[src/rtl/sid_pkg.sv]
// Shared types and constants for the SID MAC scheduler: op order, FSM states,
// widths and the input snapshot layout.
package sid_pkg;

  localparam int VOICE_W       = 12;
  localparam int ENV_W         = 8;
  localparam int SAMP_W        = 16;
  localparam int VOL_W         = 4;
  localparam int NUM_VOICES    = 3;
  localparam int SCHED_LATENCY = 6;

  typedef enum logic [1:0] {OP_V0, OP_V1, OP_V2, OP_VOL} op_e;
  typedef enum logic [1:0] {S_IDLE, S_ISSUE, S_DRAIN, S_DONE} state_e;

  typedef struct packed {
    logic [NUM_VOICES-1:0][VOICE_W-1:0] voice;
    logic [NUM_VOICES-1:0][ENV_W-1:0]   env;
    logic [SAMP_W-1:0]                  mix;
    logic [VOL_W-1:0]                   vol;
  } snap_t;

  // Offset-binary voice to signed, pre-scaled by 16 so AMP lands on product bits [23:8].
  function automatic logic [SAMP_W-1:0] voice_a(input logic [VOICE_W-1:0] v);
    return {~v[VOICE_W-1], v[VOICE_W-2:0], 4'b0000};
  endfunction

endpackage

[src/rtl/sid_mul16.sv]
// Registered 16x16 multiply, signed A by unsigned B, one cycle of latency.
module sid_mul16 (
  input  logic        clk_i,
  input  logic [15:0] a_i,
  input  logic [15:0] b_i,
  output logic [31:0] p_o
);

  logic signed [31:0] a_s, b_s, prod;
  logic [31:0]        p_q;

  // |A*B| < 2^31, so the low 32 bits of the extended product are exact.
  assign a_s  = {{16{a_i[15]}}, a_i};
  assign b_s  = {16'b0, b_i};
  assign prod = a_s * b_s;

  always_ff @(posedge clk_i) p_q <= prod;

  assign p_o = p_q;

endmodule

[src/rtl/sid_mac_sched.sv]
// Frame scheduler sharing one multiplier across three voice envelopes and the
// master volume; one-deep request queue with sticky overrun.
module sid_mac_sched
  import sid_pkg::*;
(
  input  logic               CLK,
  input  logic               RST,
  input  logic               CLKen,
  input  logic [VOICE_W-1:0] VOICE0,
  input  logic [VOICE_W-1:0] VOICE1,
  input  logic [VOICE_W-1:0] VOICE2,
  input  logic [ENV_W-1:0]   ENV0,
  input  logic [ENV_W-1:0]   ENV1,
  input  logic [ENV_W-1:0]   ENV2,
  input  logic [SAMP_W-1:0]  MIX,
  input  logic [VOL_W-1:0]   VOL,
  output logic [SAMP_W-1:0]  AMP0,
  output logic [SAMP_W-1:0]  AMP1,
  output logic [SAMP_W-1:0]  AMP2,
  output logic [SAMP_W-1:0]  OUT,
  output logic               BUSY,
  output logic               DONE,
  output logic               OVERRUN
);

  state_e state_q, state_d;
  op_e    op_q, op_d;
  snap_t  snap_q, snap_d, snap_in;
  logic   pend_q, pend_d, ovr_q, ovr_d;
  logic   start;

  // Tracks which op's product sits in the multiplier register this cycle.
  logic   wb_vld_q;
  op_e    wb_op_q;

  logic [NUM_VOICES-1:0][SAMP_W-1:0] amp_q;
  logic [SAMP_W-1:0]                 out_q;
  logic [SAMP_W-1:0]                 mul_a, mul_b;
  logic [31:0]                       mul_p;
  logic                              unused_mul_bits;

  always_comb begin
    snap_in          = '0;
    snap_in.voice[0] = VOICE0;
    snap_in.voice[1] = VOICE1;
    snap_in.voice[2] = VOICE2;
    snap_in.env[0]   = ENV0;
    snap_in.env[1]   = ENV1;
    snap_in.env[2]   = ENV2;
    snap_in.mix      = MIX;
    snap_in.vol      = VOL;
  end

  always_comb begin
    state_d = state_q;
    op_d    = op_q;
    snap_d  = snap_q;
    pend_d  = pend_q;
    ovr_d   = ovr_q;
    start   = 1'b0;
    case (state_q)
      S_IDLE: begin
        // A request queued in the DONE cycle is launched here; a new one joins the queue.
        start  = CLKen | pend_q;
        pend_d = CLKen & pend_q;
      end
      S_ISSUE: begin
        if (op_q == OP_VOL) state_d = S_DRAIN;
        else                op_d    = op_e'(op_q + 2'd1);
        if (CLKen) begin
          if (pend_q) ovr_d  = 1'b1;
          else        pend_d = 1'b1;
        end
      end
      S_DRAIN: begin
        state_d = S_DONE;
        if (CLKen) begin
          if (pend_q) ovr_d  = 1'b1;
          else        pend_d = 1'b1;
        end
      end
      S_DONE: begin
        state_d = S_IDLE;
        start   = pend_q;
        pend_d  = CLKen & ~pend_q;
        if (CLKen & pend_q) ovr_d = 1'b1;
      end
      default: state_d = S_IDLE;
    endcase
    if (start) begin
      state_d = S_ISSUE;
      op_d    = OP_V0;
      snap_d  = snap_in;
    end
  end

  always_comb begin
    mul_a = '0;
    mul_b = '0;
    case (op_q)
      OP_V0: begin
        mul_a = voice_a(snap_q.voice[0]);
        mul_b = {{(SAMP_W-ENV_W){1'b0}}, snap_q.env[0]};
      end
      OP_V1: begin
        mul_a = voice_a(snap_q.voice[1]);
        mul_b = {{(SAMP_W-ENV_W){1'b0}}, snap_q.env[1]};
      end
      OP_V2: begin
        mul_a = voice_a(snap_q.voice[2]);
        mul_b = {{(SAMP_W-ENV_W){1'b0}}, snap_q.env[2]};
      end
      OP_VOL: begin
        mul_a = snap_q.mix;
        mul_b = {{(SAMP_W-VOL_W){1'b0}}, snap_q.vol};
      end
      default: ;
    endcase
  end

  sid_mul16 u_mul (
    .clk_i (CLK),
    .a_i   (mul_a),
    .b_i   (mul_b),
    .p_o   (mul_p)
  );

  assign unused_mul_bits = ^{mul_p[31:24], mul_p[3:0]};

  always_ff @(posedge CLK) begin
    if (RST) begin
      state_q  <= S_IDLE;
      op_q     <= OP_V0;
      snap_q   <= '0;
      pend_q   <= 1'b0;
      ovr_q    <= 1'b0;
      wb_vld_q <= 1'b0;
      wb_op_q  <= OP_V0;
      amp_q    <= '0;
      out_q    <= '0;
    end else begin
      state_q  <= state_d;
      op_q     <= op_d;
      snap_q   <= snap_d;
      pend_q   <= pend_d;
      ovr_q    <= ovr_d;
      wb_vld_q <= (state_q == S_ISSUE);
      wb_op_q  <= op_q;
      if (wb_vld_q) begin
        case (wb_op_q)
          OP_V0:   amp_q[0] <= mul_p[23:8];
          OP_V1:   amp_q[1] <= mul_p[23:8];
          OP_V2:   amp_q[2] <= mul_p[23:8];
          OP_VOL:  out_q    <= mul_p[19:4];
          default: ;
        endcase
      end
    end
  end

  assign AMP0    = amp_q[0];
  assign AMP1    = amp_q[1];
  assign AMP2    = amp_q[2];
  assign OUT     = out_q;
  assign BUSY    = (state_q != S_IDLE);
  assign DONE    = (state_q == S_DONE);
  assign OVERRUN = ovr_q;

endmodule

[config.mk]
export PLATFORM = sky130hd
export DESIGN_NAME = sid_mac_sched
export DESIGN_NICKNAME = d
export VERILOG_FILES = /design/src/rtl/sid_pkg.sv /design/src/rtl/sid_mul16.sv /design/src/rtl/sid_mac_sched.sv
export SDC_FILE = /design/constraint.sdc
export NUM_CORES = 1
export LEC_CHECK = 0
export ABC_CLOCK_PERIOD_IN_PS = 10570
export CAP_MARGIN = 10
export CORE_MARGIN = 10
export CORE_UTILIZATION = 60
export CTS_CLUSTER_DIAMETER = 40
export CTS_CLUSTER_SIZE = 24
export DETAILED_ROUTE_END_ITERATION = 8
export GPL_ROUTABILITY_DRIVEN = 0
export HOLD_SLACK_MARGIN = 0.02
export PLACE_DENSITY_LB_ADDON = 0.1
export SLEW_MARGIN = 20
export SYNTH_ARGS = -nofsm -noshare
export SYNTH_HDL_FRONTEND = slang
export SYNTH_SLANG_ARGS = --single-unit
[constraint.sdc]
create_clock -name CLK -period 10.57 [get_ports CLK]
set_clock_uncertainty 0.2 [all_clocks]
set_input_delay 2.114 -clock CLK [delete_from_list [all_inputs] [get_ports CLK]]
set_output_delay 2.114 -clock CLK [all_outputs]
set_load 0.1 [all_outputs]
# Word-level counts from Yosys, hierarchy flattened
# Index checks and enable logic that the tools add are counted.
# op_classes
add_sub_neg	1
mul	1
n_eq_ne	14
mux	12
bitwise_logic	8
reduce_logical	17
# ops
operator	n
$pmux W16 S4	2
$mul A16 B17 Y24	1
$reduce_and A2 Y1	7
$eq A2 B2 Y1 const B	6
$eq A2 B1 Y1 const B	3
$logic_not A2 Y1	3
$ne A2 B1 Y1 const B	3
$pmux W2 S3	1
$mux W1	5
$not A1 Y1	5
$pmux W1 S2	2
$reduce_and A4 Y1	1
$reduce_bool A2 Y1	2
$reduce_bool A4 Y1	1
$reduce_or A2 Y1	2
$ne A3 B3 Y1 const B	1
$pmux W1 S3	1
$reduce_bool A3 Y1	1
$add A2 B1 Y2 const B	1
$and A1 B1 Y1	2
$mux W2	1
$ne A2 B2 Y1 const B	1
$or A1 B1 Y1	1
# word_totals
regBits	177
inputBits	83
output_inout_bits	67
elab_cells	73

# Logic depth before layout (Yosys ltp)
# Gate-level depths: netlist of the first run.
# depth
ltp_word	4
depth_mapped	27
depth_no_buf	25

# Hierarchy
# From an unflattened synthesis of the first run, not the netlist that was laid out.
# unflattened
hier_cells	1827
area_unflattened_um2	16542.1
# modules_own_cells
mod	instances	cells_each	area_per_inst_um2	seq_area_each_um2
sid_mul16	1	1067	9544.2	640.6
sid_mac_sched	1	760	6998.0	3062.9

# Least setup slack after synthesis of the first run
# No wires, ideal clock.
# synth_path
path_kind	flip-flop to flip-flop
from	register op_q[0]
to	register u_mul.p_q[20], in the netlist u_mul.p_o[20]
setup_ns	0.072
arrival_ns	5.990
required_time_ns	10.298
slack_ns	4.308
stages_incl_launch_ff	27
n_path_buf	3
period_less_slack_ns	6.262
cell_sequence	dfxtp_1 inv_1 ha_1 buf_2 buf_1 a222oi_1 a21oi_1 nand2_1 fa_1 inv_1 fa_1 inv_1 fa_1 inv_1 fa_1 inv_1 fa_1 inv_1 ha_1 ha_1 clkbuf_1 a21oi_1 o21ai_0 a211oi_1 o21bai_1 a221oi_2 xnor2_1
# synth_via
elab_chain_len	3
word_cells_on_any_way	7
classes_between	mul (1); eq/ne (3); mux (2); reduce/logical (1)
# synth_rtl
element	line	rtl
from (decl)	sid_mac_sched.sv:27	op_e op_q, op_d;
from (signal assigned)	sid_mac_sched.sv:143	op_q <= op_d;
$eq A2 B2 Y1 (tied with other cells)	sid_mac_sched.sv:100	case (op_q)
$pmux W16 S4	sid_mac_sched.sv:100	
$mul A16 B17 Y24 *	sid_mul16.sv:15	assign prod = a_s * b_s;
via u_mul.prod[20]	sid_mul16.sv:9	logic signed [31:0] a_s, b_s, prod;
to (signal assigned)	sid_mul16.sv:17	always_ff @(posedge clk_i) p_q <= prod;
to (decl)	sid_mul16.sv:10	logic [31:0] p_q;
# Mark *: on every way through the listed nets, which the timed path passes. The rest lies on a longest branch. The select of a mux whose other input is x is not followed.
# A chain may end at the register's enable or synchronous reset.

# Worst setup path after layout of the first run
# Same ends and word-level chain as after synthesis.

==> summary.md, run 1 <==
The slowest cell on the critical path was sky130_fd_sc_hd__inv_1. In this run, synthesis produced a sequential element count of 173. Walking the worst path, the cells encountered are inv_1 > ha_1 > inv_1 > nor2_1 > a21oi_1 > nand2_1 > fa_1 > inv_1 > fa_1 > inv_1 > fa_1 > inv_1 > fa_1 > inv_1 > fa_1 > inv_1 > ha_1 > ha_1 > a21oi_1 > o21ai_0 > a211oi_1 > o21bai_1 > a221oi_2 > xnor2_1.

For the worst setup path, the data arrival time is 7.73 ns. Once the floorplan was initialized, standard cells occupied 61.6% of the core. The core region is 18100 um^2. Global routing consumed, over all layers together, 22.8% of the routing resources. The tools report the number of antenna violations at the first check in global routing as 0. Number of global-route vias before repair: 9416.

Using the TritonRoute via totals, the vias-per-cell ratio works out to 5.43. The total design power is 3.79 mW. For the count of vias placed by the detailed router, the log shows 9357.

Clock latency on the worst-skew pair, taken at its later pin, is 0.43 ns. For the max-capacitance violation count, the log shows 0. The share of synthesized flip-flops with an asynchronous set or reset was 0%.

Pin placement for this block handled 150 I/O pins. Dividing total power by cell area gives a power density of 285 nW/um^2. The tools report the endpoint of the worst hold path as OUT[0].

The overall routed net length is 27400 um. Clock tree synthesis selected as its root buffer the cell sky130_fd_sc_hd__clkbuf_16. Summed over its instances, the top area cell type makes up 31.0% of the synthesized netlist area.

Worst hold path depth: 2. In this run the critical register-to-register path is launched from op_q[0]. Of the cells placed in the final design, the portion with a size suffix greater than 1 is 3.88%. The number of nets produced by synthesis is 1648. For the worst setup path, the data required time is 10.71 ns. Number of flops mapped to enable cells by yosys: 0.

VDD sags by at most 0.239 mV. Setup repair after global routing left no endpoint under its margin. Summed over all instances, the cell type with the most area after synthesis is sky130_fd_sc_hd__dfxtp_1. TritonCTS built the clock tree. Growth of design area from synthesis to finish: 19.1%. After clock tree synthesis, the flow added hold-fix buffers numbering 0. The startpoint-to-endpoint class of the critical path was register to register.

0 antenna diodes ended up in the layout. The delay of the slowest cell on the worst path is 0.84 ns, and the maximum number of pins on one net before global-route repair is 84. The H-tree was split into 4 levels. The wire-length estimate of the detail-placed layout is 21100 um. In this run the remaining antenna-violating nets after routing total 0. Worst reg2reg path depth: 24. The pre-CTS worst setup slack is 3.13 ns. After synthesis the cells add up to 11200 um^2. CTS saw 173 sinks. The worst slew slack as a fraction of its limit is 31.2%. Most prevalent standard cell on the critical path: sky130_fd_sc_hd__inv_1.

The tools report the final total negative setup slack as 0 ns. In this run the static leakage power is 5.66 nW. STA classifies the critical path startpoint as a register. The average footprint of a synthesized cell came out at 8.13 um^2. The floorplan step defined a die boundary enclosing 24500 um^2. Row generation in the floorplan step produced 49 rows. The slew of the pin with the lowest slew margin was 1.03 ns. The count of buffers added on input and output ports is 149. During synthesis, Yosys emitted a total of 0 warnings.

The initial detailed-routing violation count was 622. The tools report the multi-input logic area as 6910 um^2. The mean routed wirelength per cell came out at 15.9 um.

After filler insertion, the fill cell instance count of the layout stands at 1479. The logs give 2.98 ns for the worst reg-to-reg setup slack and 3460 um^2 for the area used by sequential logic in the layout. The logs give 132 MHz for the peak clock frequency supported by timing and 0 for the DRC violations left. Setup violations remaining at the end of the flow were counted as 0. Counting the buffers created by CTS gives 17. The wire length of the first global-routing pass is 46000 um.

The maximum fanout count along the critical path was 32. For this run, the detailed router's first-pass iteration total came to 6. The flow ran to the end, and the final reports show no timing, DRC or antenna violations. The sequential share of the synthesized area was 31.0%. Number of max-slew violations in the final report: 0. After layout, the worst setup slack is 2.98 ns. The tools report the largest buffer count on any clock path as 2.

Post-layout minimum cycle time: 7.59 ns. Buffers added to address setup during post-CTS repair amount to 0. The tools report the reg-to-reg critical path endpoint as u_mul.p_o[20]. Gates resized during post-CTS repair numbered 0.

The worst setup path is captured at a register. The number of instances in the synthesized netlist is 1374. The run gives 1754 as the net count of the finished layout. Dividing the final minimum period by the clock period gives 71.8%. The die boundary width came out at 156 um. In this run the vertical extent of the chip is 156 um. The hold violation total from the final report came out at 0. The main flop type after synthesis is sky130_fd_sc_hd__dfxtp_1. The worst hold path begins at u_mul.p_o[4]. After clock tree synthesis, the clock-pin slew on the worst setup and hold paths is 0.08 ns. The total grt overflow was 0. The netlist uses 55 different library cells. In the post-synthesis netlist, the biggest area contributors are sky130_fd_sc_hd__dfxtp_1 (31%), sky130_fd_sc_hd__fa_1 (15%), sky130_fd_sc_hd__nand2_1 (13%).

In this run the worst hold path is classified as register to register.
-- metal layers --
layer  vias to the layer above  part of all wire (%)  GRT usage [%]
li1                       4631                     -              -
met1                      4393                    42           27.5
met2                       293                    49           39.1
met3                        40                   6.7           5.59
met4                         0                   2.3           7.60
met5                         -                     0              0
-- area by class of cell --
cell class / instances / area share (%)
clock inverter: 13 / 0.902
sequential: 173 / 26.0
tap: 229 / 2.15
clock buffer: 19 / 3.40
inverter: 150 / 4.23
multi-input combinational: 985 / 51.9
timing repair buffer: 153 / 11.4
-- cell usage in the layout, fill, tap and decap left out, types with 6 or more instances in the layout --
cell and count:
sky130_fd_sc_hd__a222oi_1 8, sky130_fd_sc_hd__nor2_1 72, sky130_fd_sc_hd__nor2b_1 6, sky130_fd_sc_hd__clkdlybuf4s50_1 148, sky130_fd_sc_hd__xor2_1 8, sky130_fd_sc_hd__dfxtp_1 173, sky130_fd_sc_hd__a21oi_1 170, sky130_fd_sc_hd__nand2_1 374
sky130_fd_sc_hd__mux2i_1 6, sky130_fd_sc_hd__nand3_1 8, sky130_fd_sc_hd__clkbuf_16 17, sky130_fd_sc_hd__mux2_2 6, sky130_fd_sc_hd__fa_1 82, sky130_fd_sc_hd__and2_1 13, sky130_fd_sc_hd__inv_1 150, sky130_fd_sc_hd__ha_1 109
sky130_fd_sc_hd__nand2b_1 7, sky130_fd_sc_hd__xnor2_1 16, sky130_fd_sc_hd__a21o_1 6, sky130_fd_sc_hd__and3_1 8, sky130_fd_sc_hd__o21ai_0 17, sky130_fd_sc_hd__a211oi_1 6
-- cell usage after synthesis, drive strengths merged (2+ instances only) --
library cell / number
nand2: 374
dfxtp: 173
a21oi: 172
inv: 150
ha: 109
fa: 82
nor2: 73
clkbuf: 58
o21ai: 22
xnor2: 16
and2: 13
a222oi: 8
and3: 8
buf: 8
nand3: 8
xor2: 8
a21o: 7
nand2b: 7
a211oi: 6
mux2: 6
mux2i: 6
nor2b: 6
a22o: 5
a22oi: 5
a31oi: 5
o21a: 4
a2111oi: 3
nand4: 3
o22ai: 3
or2: 3
a21boi: 2
nand3b: 2
nor3: 2
nor3b: 2
o211ai: 2
o21bai: 2
-- critical path, delay by kind of cell, from the launching register on --
family | cells | cell delay (ns)
xor+xnor | 1 | 0.17
buf+inv | 7 | 1.18
fa+ha+maj | 8 | 3.48
flops | 1 | 0.39
simple gates | 2 | 0.25
compound gates | 6 | 1.81
-- cells by family after synthesis --
logic type	Yosys count	share of synthesized area (%)
simple gates	506	18.3
mux	12	1.14
xor+xnor	24	1.88
fa+ha+maj	191	26.9
buf+inv	216	7.38
flops	173	31.0
compound gates	252	13.4
-- sequential cells by signal, indices dropped and copies added, names as in the netlist --
register,count
snap_q,80
u_mul.p_o,20
AMP0,16
AMP1,16
AMP2,16
OUT,16
op_q,2
state_q,2
wb_op_q,2
OVERRUN,1
pend_q,1
wb_vld_q,1
-- how the worst max path moves through the flow --
stage	to	slack, ns	start	cells past startpoint
after floorplan	u_mul.p_o[20]	4.31	op_q[0]	26
after global placement	u_mul.p_o[22]	3.30	op_q[0]	24
after detailed placement	u_mul.p_o[23]	3.13	op_q[0]	22
after CTS	u_mul.p_o[23]	3.09	op_q[0]	22
after global routing	u_mul.p_o[23]	2.46	op_q[0]	22
final	u_mul.p_o[20]	2.98	op_q[0]	24
-- stage by stage --
stage	cells	hold WS, ns	util [%]	instance area, um^2
after floorplan	1374	0.217	-	11200
after global placement	1690	0.226	70.2	12700
after detailed placement	1690	0.231	70.2	12700
after CTS	1722	0.232	73.3	13300
after global routing	1722	0.258	73.4	13300
final	1722	0.231	73.4	13300
-- report_power, final --
| part | internal, mW | switching, mW | total [mW] |
|---|---|---|---|
| sequential | 0.804 | 0.0986 | 0.903 |
| combinational | 0.845 | 1.44 | 2.28 |
| clock | 0.323 | 0.286 | 0.610 |
(Power assumes the default switching activity.)
==> inputs of run 2 (changes only) <==
ABC_CLOCK_PERIOD_IN_PS = 6390   (was 10570)
CORE_UTILIZATION = 51   (was 60)
clock period = 6.39 ns   (was 10.57 ns; I/O delays follow)
==> run 2 against run 1 <==
Effect of this change: fmax up 23%; hold slack gained 0.0098 ns; cell count rose by 6.5%; core utilization down 8.2 points; combinational power grew 86%; cell area grew 6.1%; power rose by 79%; sequential power is 67% higher; critical path type unchanged; via count grew 1.5%.
==> summary.md, run 2 (same netlist as run 1, synthesis figures left out) <==
The run finished with clean final reports. Ranked by flip-flop count, first place goes to snap_q. The die height works out to 168 um (+7.4%). The final setup violation count is 0 (unchanged), and the number of max-slew violations in the final report is 0 (unchanged). The logs give 3.65 mW (+85%) for the cell-internal power and 54 (+10%) for the row count. The total core area came out at 21700 um^2 (+20%). The fraction of final layout cells sized beyond drive strength 1 is 10.2% (+6.3 points).

In the layout the commonest cells are sky130_fd_sc_hd__nand2_1 (374), sky130_fd_sc_hd__dfxtp_1 (171), sky130_fd_sc_hd__a21oi_1 (165). The run gives 14100 um^2 (+6.1%) as the post-route cell area. For hold timing, the worst endpoint is OUT[1]. Part of the total power dissipated in combinational logic: 62.3% (+2.2 points).

In this run the worst hold path is classified as register to register. The utilization of the core after routing came out at 65.1% (-8.2 points). The share of power burned in the clock network is 15.5% (-0.6 points). The post-layout minimum cycle time was 6.15 ns (-1.44 ns). In this run the most critical hold path is launched from u_mul.p_o[5]. The worst reg2reg path depth works out to 23 (-4.2%).

The tools report the worst slew slack as a fraction of its limit as 33.4% (+2.1 points). The root buffer cell chosen for the clock tree is sky130_fd_sc_hd__clkbuf_16. Total design power: 6.80 mW (+79%). The tools report the die outline area as 28200 um^2 (+15%). Arrival time at the worst endpoint: 6.32 ns (-1.41 ns). The number of CTS-inserted buffers was 17 (unchanged); the final-layout worst hold slack was 0.241 ns (+0.00983 ns).

The peak clock frequency supported by timing is 162 MHz (+23%). The leakage power is 6.00 nW (+5.9%), and the H-tree level count is 4 (unchanged). The tools report the number of iterations in the first detailed-routing pass as 5 (-1). The number of buffers inserted by hold repair at cts was 0 (unchanged); the latest clock arrival within the worst-skew pair was 0.43 ns (about the same). The overall routed net length was 28600 um (+4.3%). Hold violation total from the final report: 0 (unchanged). The die boundary width was 168 um (+7.4%); the power per standard cell area was 481 nW/um^2 (+69%). The tools report the number of antenna violations at the first check in global routing as 0 (unchanged). The number of routed nets with antenna violations is 0 (unchanged), and the count of vias placed by the detailed router is 9497 (+1.5%). STA classifies the critical path startpoint as a register. The half-perimeter wire length of the detailed placement result was 22300 um (+5.8%). The number of placed cells counting well taps was 1795 (+6.2%); the total grt overflow was 0 (unchanged). The logs give 150 (unchanged) for the boundary pin count and 0.388 mV (+62%) for the maximum VDD drop.

The logs give 1815 (+3.5%) for the net count of the finished layout and 608 (-2.3%) for the initial detailed-routing violation count. The worst reg-to-reg setup slack is 0.24 ns (-2.74 ns), and the number of flip-flops under the largest register name is 80 (unchanged). The CTS clock-pin slew for the worst setup and hold paths is 0.08 ns (about the same). Starting density of the core: 51.5% (-10 points). In this run the critical register-to-register path is launched from op_q[0]. The largest buffer count on any clock path was 2 (unchanged). For the part of the total power dissipated in sequential elements, the log shows 22.2% (-1.6 points). The count of port buffers added during placement was 149 (unchanged). The maximum fanout count along the critical path was 16 (-50%).

The total track usage was 19.9% (-3.0 points); the number of global-route vias before repair was 9392 (-0.25%). The via-per-instance ratio was 5.18 (-4.7%); the final antenna diode count was 0 (unchanged). The switching share of total power is 46.3% (-1.7 points). The run gives 46900 um (+2.0%) as the wire length of the first global-routing pass. For the data required time of the critical path, the log shows 6.55 ns (-4.16 ns). The kind of end point of the critical path is a register. The minimum setup slack in the final design was 0.236 ns (-2.74 ns). Net load switching power: 3.15 mW (+73%). Leaving out fill and tap cells, the most frequent cell in the layout is sky130_fd_sc_hd__nand2_1.

The number of clock sinks was 173 (unchanged); the maximum number of pins on one net before global-route repair was 84 (unchanged). For the DRC violations left, the log shows 0 (unchanged). TritonCTS built the clock tree. The post-route clock period utilization came out at 96.3% (+24 points). The final total negative setup slack was 0 ns (unchanged).

The worst hold path depth was 2 (unchanged). The max-capacitance violation count was 0 (unchanged). The critical path in this run is classified as register to register.

The worst register-to-register path ends at u_mul.p_o[22]. The slew of the pin with the lowest slew margin was 0.996 ns (-0.0340 ns); the mean routed wirelength per cell was 15.6 um (-2.0%). The growth of design area from synthesis to finish was 26.4%; the pre-CTS worst setup slack was -0.125 ns (-3.25 ns). The logs give 1834 (+6.5%) for the final non-filler cell total and 13200 um^2 (+3.9%) for the placed standard-cell area.
-- run 2: per-layer routing --
layer  GRT usage (%)  wire (um)
met5               0          0
met2            33.3      13800
met4            4.92        541
met3            4.35       1380
met1            25.4      12900
-- run 2: worst max path at each step --
stage | cells after the start | to | from
2_1_floorplan | 26 | u_mul.p_o[20] | op_q[0]
3_3_place_gp | 24 | u_mul.p_o[22] | op_q[0]
3_5_place_dp | 24 | u_mul.p_o[22] | op_q[0]
4_1_cts | 22 | u_mul.p_o[22] | op_q[0]
5_1_grt | 28 | u_mul.p_o[20] | op_q[0]
6_report | 23 | u_mul.p_o[22] | op_q[0]
-- run 2: repair_timing --
action,4_1_cts,5_1_grt
hold endpoints to repair,0,0
resized for setup,11,46
setup buffers,0,6
pin swaps,0,14
gates cloned,0,1
endpoints found under the setup margin,6,13
-- run 2: area by class of cell --
class                      instances  area [um^2]
clock buffer                      17          425
clock inverter                    15          181
fill                            1911         7560
inverter                         150          563
multi-input combinational        985         7110
sequential                       173         3470
tap                              280          350
timing repair buffer             214         2020
-- run 2: worst max-delay path, stage by stage (launching register included) --
cell and delay [ns]:
sky130_fd_sc_hd__dfxtp_4 0.38, sky130_fd_sc_hd__inv_2 0.06, sky130_fd_sc_hd__buf_4 0.14, sky130_fd_sc_hd__ha_4 0.18, sky130_fd_sc_hd__inv_2 0.13, sky130_fd_sc_hd__buf_12 0.18, sky130_fd_sc_hd__mux2_2 0.40, sky130_fd_sc_hd__buf_4 0.18
sky130_fd_sc_hd__nand2_1 0.10, sky130_fd_sc_hd__fa_1 0.43, sky130_fd_sc_hd__fa_1 0.56, sky130_fd_sc_hd__fa_1 0.43, sky130_fd_sc_hd__fa_1 0.48, sky130_fd_sc_hd__inv_1 0.04, sky130_fd_sc_hd__fa_1 0.43, sky130_fd_sc_hd__ha_1 0.29
sky130_fd_sc_hd__ha_1 0.30, sky130_fd_sc_hd__a21oi_2 0.19, sky130_fd_sc_hd__buf_4 0.14, sky130_fd_sc_hd__nor2b_1 0.04, sky130_fd_sc_hd__o21ai_0 0.17, sky130_fd_sc_hd__nand2b_1 0.12, sky130_fd_sc_hd__a2111oi_1 0.34, sky130_fd_sc_hd__nand4b_1 0.15
-- run 2: power groups by stage --
stage                     clock, mW  combinational [mW]  sequential (mW)
after floorplan                   0                2.73             1.58
after CTS                      1.07                4.09             1.50
after global placement            0                3.97             1.52
after detailed placement          0                4.02             1.52
final                          1.05                4.23             1.51
after global routing           1.12                4.79             1.53
